### config.mk
export PLATFORM = sky130hd
export DESIGN_NAME = accum_buf_writer_flat
export DESIGN_NICKNAME = d
export VERILOG_FILES = /design/src/rtl/accum_buf_writer_pkg.sv /design/src/rtl/accum_buf_writer_if.sv /design/src/rtl/accum_buf_writer_sat_narrow.sv /design/src/rtl/accum_buf_writer.sv /design/src/flat_wrapper.sv
export SDC_FILE = /design/constraint.sdc
export NUM_CORES = 1
export LEC_CHECK = 0
export ABC_AREA = 1
export CELL_PAD_IN_SITES_DETAIL_PLACEMENT = 0
export CELL_PAD_IN_SITES_GLOBAL_PLACEMENT = 1
export CORE_MARGIN = 2
export CORE_UTILIZATION = 30
export CTS_BUF_LIST = sky130_fd_sc_hd__clkbuf_8
export CTS_CLUSTER_SIZE = 28
export DETAILED_ROUTE_END_ITERATION = 10
export PLACE_DENSITY_LB_ADDON = 0.1
export SLEW_MARGIN = 0
export SYNTH_ARGS = -nofsm -noshare
export SYNTH_HDL_FRONTEND = slang
export SYNTH_SLANG_ARGS = --single-unit
export TNS_END_PERCENT = 5
### constraint.sdc
create_clock -name clk -period 2.09 [get_ports clk]
set_input_delay 0.209 -clock clk [delete_from_list [all_inputs] [get_ports clk]]
set_output_delay 0.209 -clock clk [all_outputs]
set_load 0.03 [all_outputs]
### src/rtl/accum_buf_writer_pkg.sv
// accum_buf_writer_pkg: FSM state type and default widths shared with the accumulator buffer.
package accum_buf_writer_pkg;
    typedef enum logic [1:0] {
        IDLE   = 2'd0,
        STREAM = 2'd1,
        DONE   = 2'd2
    } wr_state_t;
    localparam int DEF_DWIDTH   = 16;
    localparam int DEF_IN_WIDTH = 32;
    localparam int DEF_TILE_LEN = 8;
endpackage

### src/rtl/accum_buf_writer_if.sv
// accum_buf_writer_if: upstream valid/ready port plus the buffer wr_en/din/full port.
interface accum_buf_writer_if
    import accum_buf_writer_pkg::*;
#(
    parameter int DWIDTH   = DEF_DWIDTH,
    parameter int IN_WIDTH = DEF_IN_WIDTH
);
    logic                in_valid;
    logic [IN_WIDTH-1:0] in_data;
    logic                in_ready;
    logic                buf_wr_en;
    logic [DWIDTH-1:0]   buf_din;
    logic                buf_full;
    modport master (input in_valid, in_data, buf_full, output in_ready, buf_wr_en, buf_din);
    modport slave  (output in_valid, in_data, buf_full, input in_ready, buf_wr_en, buf_din);
endinterface

### src/rtl/accum_buf_writer_sat_narrow.sv
// sat_narrow: combinational signed clamp from IN_WIDTH to DWIDTH, flags when clamping occurs.
module sat_narrow #(
    parameter int DWIDTH   = 16,
    parameter int IN_WIDTH = 32
) (
    input  logic [IN_WIDTH-1:0] d,
    output logic [DWIDTH-1:0]   q,
    output logic                sat
);
    logic fits;
    // the value fits when every bit from the target sign bit upward matches
    assign fits = &d[IN_WIDTH-1:DWIDTH-1] | ~|d[IN_WIDTH-1:DWIDTH-1];
    assign sat  = ~fits;
    assign q    = fits ? d[DWIDTH-1:0] : {d[IN_WIDTH-1], {(DWIDTH-1){~d[IN_WIDTH-1]}}};
endmodule

### src/rtl/accum_buf_writer.sv
// accum_buf_writer: streams one tile of partial sums through a one-entry hold register into the buffer.
// Define ACCUM_BUF_WR_SAT_EN for signed saturation and the sticky sat_seen output.
module accum_buf_writer
    import accum_buf_writer_pkg::*;
#(
    parameter int DWIDTH   = DEF_DWIDTH,
    parameter int IN_WIDTH = DEF_IN_WIDTH,
    parameter int TILE_LEN = DEF_TILE_LEN,
    localparam int CNT_W   = $clog2(TILE_LEN + 1)
) (
    input  logic                clk,
    input  logic                rst,
    input  logic                start,
    accum_buf_writer_if.master  bus,
    output logic                busy,
    output logic                tile_done,
    output logic [CNT_W-1:0]    wr_cnt,
    output logic                start_err
`ifdef ACCUM_BUF_WR_SAT_EN
    ,
    output logic                sat_seen
`endif
);
    wr_state_t          state;
    logic               hold_valid;
    logic [DWIDTH-1:0]  hold_data;
    logic [DWIDTH-1:0]  narrowed;
    logic [CNT_W-1:0]   acc_cnt;
    logic               wr;
    logic               acc;
    logic               begin_tile;
`ifdef ACCUM_BUF_WR_SAT_EN
    logic               clamp;
    sat_narrow #(.DWIDTH(DWIDTH), .IN_WIDTH(IN_WIDTH)) u_sat (.d(bus.in_data), .q(narrowed), .sat(clamp));
`else
    logic               unused_hi;
    assign unused_hi = ^bus.in_data;
    assign narrowed  = bus.in_data[DWIDTH-1:0];
`endif
    assign wr            = hold_valid & ~bus.buf_full;
    // refill is allowed in the same cycle the held word drains
    assign bus.in_ready  = state == STREAM && acc_cnt < CNT_W'(TILE_LEN) && (!hold_valid || !bus.buf_full);
    assign acc           = bus.in_valid & bus.in_ready;
    assign bus.buf_wr_en = wr;
    assign bus.buf_din   = hold_data;
    assign busy          = state != IDLE;
    assign tile_done     = state == DONE;
    assign begin_tile    = state == IDLE && start;
    always_ff @(posedge clk or negedge rst) begin
        if (!rst) begin
            state      <= IDLE;
            hold_valid <= 1'b0;
            hold_data  <= '0;
            acc_cnt    <= '0;
            wr_cnt     <= '0;
            start_err  <= 1'b0;
`ifdef ACCUM_BUF_WR_SAT_EN
            sat_seen   <= 1'b0;
`endif
        end else begin
            state      <= state == IDLE   ? (start ? STREAM : IDLE) :
                          state == STREAM ? (wr && wr_cnt == CNT_W'(TILE_LEN - 1) ? DONE : STREAM) : IDLE;
            hold_valid <= acc | (hold_valid & ~wr);
            hold_data  <= acc ? narrowed : hold_data;
            acc_cnt    <= begin_tile ? '0 : acc_cnt + CNT_W'(acc);
            wr_cnt     <= begin_tile ? '0 : wr_cnt + CNT_W'(wr);
            start_err  <= begin_tile ? 1'b0 : start_err | (start && state != IDLE);
`ifdef ACCUM_BUF_WR_SAT_EN
            sat_seen   <= begin_tile ? 1'b0 : sat_seen | (acc & clamp);
`endif
        end
    end
endmodule

### src/flat_wrapper.sv
// flat-port wrapper written by rule: the top's interface ports become plain ports
module accum_buf_writer_flat import accum_buf_writer_pkg::*;
#(
    parameter int DWIDTH   = DEF_DWIDTH,
    parameter int IN_WIDTH = DEF_IN_WIDTH,
    parameter int TILE_LEN = DEF_TILE_LEN,
    localparam int CNT_W   = $clog2(TILE_LEN + 1)
)
  (clk, rst, start, busy, tile_done, wr_cnt, start_err, bus_in_valid, bus_in_data, bus_buf_full, bus_in_ready, bus_buf_wr_en, bus_buf_din);
  accum_buf_writer_if #(.DWIDTH(DWIDTH), .IN_WIDTH(IN_WIDTH)) bus_i ();
  input  logic clk;
  input  logic rst;
  input  logic start;
  output logic busy;
  output logic tile_done;
  output logic [CNT_W-1:0] wr_cnt;
  output logic start_err;
  input wire logic [$bits(bus_i.in_valid)-1:0] bus_in_valid;
  input wire logic [$bits(bus_i.in_data)-1:0] bus_in_data;
  input wire logic [$bits(bus_i.buf_full)-1:0] bus_buf_full;
  output wire logic [$bits(bus_i.in_ready)-1:0] bus_in_ready;
  output wire logic [$bits(bus_i.buf_wr_en)-1:0] bus_buf_wr_en;
  output wire logic [$bits(bus_i.buf_din)-1:0] bus_buf_din;
  assign bus_i.in_valid = bus_in_valid;
  assign bus_i.in_data = bus_in_data;
  assign bus_i.buf_full = bus_buf_full;
  assign bus_in_ready = bus_i.in_ready;
  assign bus_buf_wr_en = bus_i.buf_wr_en;
  assign bus_buf_din = bus_i.buf_din;
  accum_buf_writer #(.DWIDTH(DWIDTH), .IN_WIDTH(IN_WIDTH), .TILE_LEN(TILE_LEN)) u_core (.clk(clk), .rst(rst), .start(start), .bus(bus_i), .busy(busy), .tile_done(tile_done), .wr_cnt(wr_cnt), .start_err(start_err));
endmodule
==> metrics.md <==
| Metric | Value |
|---|---|
| Non-Filler Instances | 230 |
| Most frequent cells in the layout | clkdlybuf4s50_1, nand2_1, dfrtp_1 |
| Clk buf depth | 2 |
| CP Capture Type | output pin |
| Synth cell types | 16 |
| Initial DRC Count | 21 |
| Total Power | around 2800 uW |
| Num Clock Sinks | 28 |
| Mean routed wirelength per cell | 12.53 um |
| Starting Density | between 30% and 40% |
| Net Count, Synth | roughly 170 |
| Fillers | approximately 400 |
| CTS H-tree lvls | 1 |
| Unrepaired setup endpoints after global routing | no |
| TritonRoute pass-1 iters | 4 |
| Layout area overhead | 45.13% |
| #FFs+latches synth | 28 |
| Avg Vias per Cell | 4.539 |
| Core Util, Final | about 45% |
| Net Sw Power | between 1000 and 1500 uW |
| Height of the chip | roughly 70 um |
| Lkg Pwr | just under 0.0009 uW |
| DIE AREA | ~4700 sq um |
| Synth warn | 0 |
| Worst-margin pin slew | 0.3685 ns |
| Post-CTS resize count | 0 |
| Req. time, crit path | around 1.9 ns |
| IO buf count | 45 |
| Core box area | ~4000 sq um |
| Ports | 62 |
| Mapped cell area | roughly 1300 sq um |
| Tmin final | ~2 ns |
| Site row count | 23 |
| Register area | 700.7 sq um |
| Setup violations, final | 0 |
| GRT Total Usage | between 10% and 20% |
| Setup Total Neg Slack | 0 ns |
| Root Buffer | clkbuf_8 |
| Worst min path class | input pin to async pin |
| Inserted Clock Buffers | 3 |
| Pin count of the biggest net entering global routing | 29 |
| Die width | around 69 um |
| Placed Cells | about 230 |
| Slew Limit Fails | 0 |
| Peak fanout along the critical path | 4 |
| Clk pwr share | between 10% and 20% |
| Status | complete, no violations |
| Gate Count Post-Synth | between 100 and 150 |
| Post-route ant nets | 0 |
| Area occupied by multi-input gates | around 470 sq um |
| Net Sw Frac | a little over two fifths |
| Final period utilization | 94.00% |
| Relative max-transition margin | between 70% and 80% |
| Most common cell after layout, fill and taps aside | clkdlybuf4s50_1 |
| Internal power | ~1600 uW |
| F_max | 509.0 MHz |
| Number of hold buffers added after CTS | 0 |
| Clock skew | 0.008567 ns |
| Clock slew at the register clock pins of the worst setup and hold paths | about 0.090 ns |
| # diodes | 0 |
| WP data arrival | between 1.5 and 2 ns |
| CTS tree | yes |
| Share of cells above drive strength 1 | roughly 15% |
| Global-route wire length before repair | 4.685 mm |
| Fin. Hold Viols | 0 |
| Total grt overflow | 0 |
| Synthesized area per cell | around 9.6 sq um |
| Final wirelength | approximately 2.9 mm |
| CP Class | flip-flop to output pin |
| Vias in the first global route | ~1000 |
| Worst hold margin | just over 0.3 ns |
| Nature of the critical path startpoint | flip-flop |
| DRC | 0 |
| Final Wtd Congestion | just under 0.7 |
| Sequential power share | 33.5% |
| Pwr/cell area | 1542 nW/um^2 |
| Antenna violations before repair | 0 |
| Max_cap viols | 0 |
| Sequential-to-total area share from yosys stat | 55.67% |
| DR vias | about 1000 |
| Final nets | about 220 |
| Post-CTS Setup Repair Bufs | 0 |
| Clock Latency Late Sink | about 0.27 ns |
| Power share of the combinational group | a little over half |
| Hpwl dp | about 2.1 mm |
| Max IR drop VDD | ~0.56 mV |
==> per-layer routing <==
layer	part of all wire [%]	track usage, %	routed length [um]	vias to the layer above
li1	-	-	-	523
met1	47	17.99	1357	485
met2	45	21.75	1305	31
met4	1.8	5.882	51	0
met5	0	0	0	-
met3	5.8	2.273	168	5
==> worst max-delay path, stage by stage (launching register included) <==
cell and delay (ns):
dfrtp_1 0.42, inv_2 0.10, nand2_2 0.08, nor2_4 0.09
nand2_1 0.05, inv_1 0.06, clkdlybuf4s50_1 0.70
==> through the flow <==
| step | setup WS [ns] | cell area [sq um] |
|---|---|---|
| floorplan | 0.5401 | 1259 |
| global route | 0.01294 | 1827 |
| detailed placement | 0.2142 | 1772 |
| global placement | 0.2020 | 1772 |
| CTS | 0.1053 | 1827 |
| finish | 0.1253 | 1827 |
==> cells by family (layout without fill, tap and decap cells) <==
kind of cell	count (synthesis)	in the layout	share of synthesized area (%)
AO/OA/AOI/OAI	4	4	1.591
buffers and inverters	18	67	6.859
flip-flops	28	28	55.67
AND/OR/NAND/NOR	75	75	30.52
adder cells (fa/ha/maj)	4	4	3.976
XOR/XNOR	2	2	1.392
==> area by class of cell <==
| type | count | share of cell area [%] |
|---|---|---|
| Sequential cell | 28 | 38.36 |
| Timing Repair Buffer | 50 | 26.71 |
| Multi-Input combinational cell | 85 | 25.82 |
| Tap cell | 50 | 3.425 |
| Clock buffer | 4 | 3.014 |
| Inverter | 13 | 2.671 |
==> synthesized netlist by cell type <==
cell type	count	area [sq um]
nand2_1	30	112.6
dfrtp_1	28	700.7
nand4_1	16	100.1
nor2_1	12	45.04
nand2_2	10	62.56
inv_1	8	30.03
inv_2	5	18.77
ha_1	4	50.05
nand3_1	4	20.02
buf_2	3	15.01
a21oi_1	2	10.01
buf_6	2	22.52
nor2_4	2	22.52
o21ai_1	2	10.01
xnor2_1	2	17.52
nand4_4	1	21.27
==> sequential cells by signal, indices dropped and copies added, names as in the netlist, named ones only <==
name	cells
u_core.hold_valid	1
u_core.state	2
u_core.bus.buf_din	16
u_core.acc_cnt	4
u_core.wr_cnt	4
==> worst paths after layout <==
kind	from	end	slack, ns	depth (start not counted)
max in group asynchronous	rst	u_core.wr_cnt[1]	1.51	2
min in group clk	bus_in_data[9]	u_core.bus.buf_din[9]	0.48	3
worst max-delay path	u_core.state[1]	bus_in_ready	0.13	6
worst max register to register	u_core.hold_valid	u_core.acc_cnt[2]	0.73	7
worst min-delay path	rst	u_core.bus.buf_din[2]	0.31	2
worst min register to register	u_core.bus.buf_din[3]	u_core.bus.buf_din[3]	0.49	2
==> power groups by stage <==
stage                     clock network [uW]  registers, uW  logic, uW
final                                    330            943       1540
after global routing                     377            977       1690
after CTS                                348            948       1570
after detailed placement                   0            957       1570
after global placement                     0            946       1550
after floorplan                            0           1320        593
No activity file was read; power rests on OpenSTA's default activity.
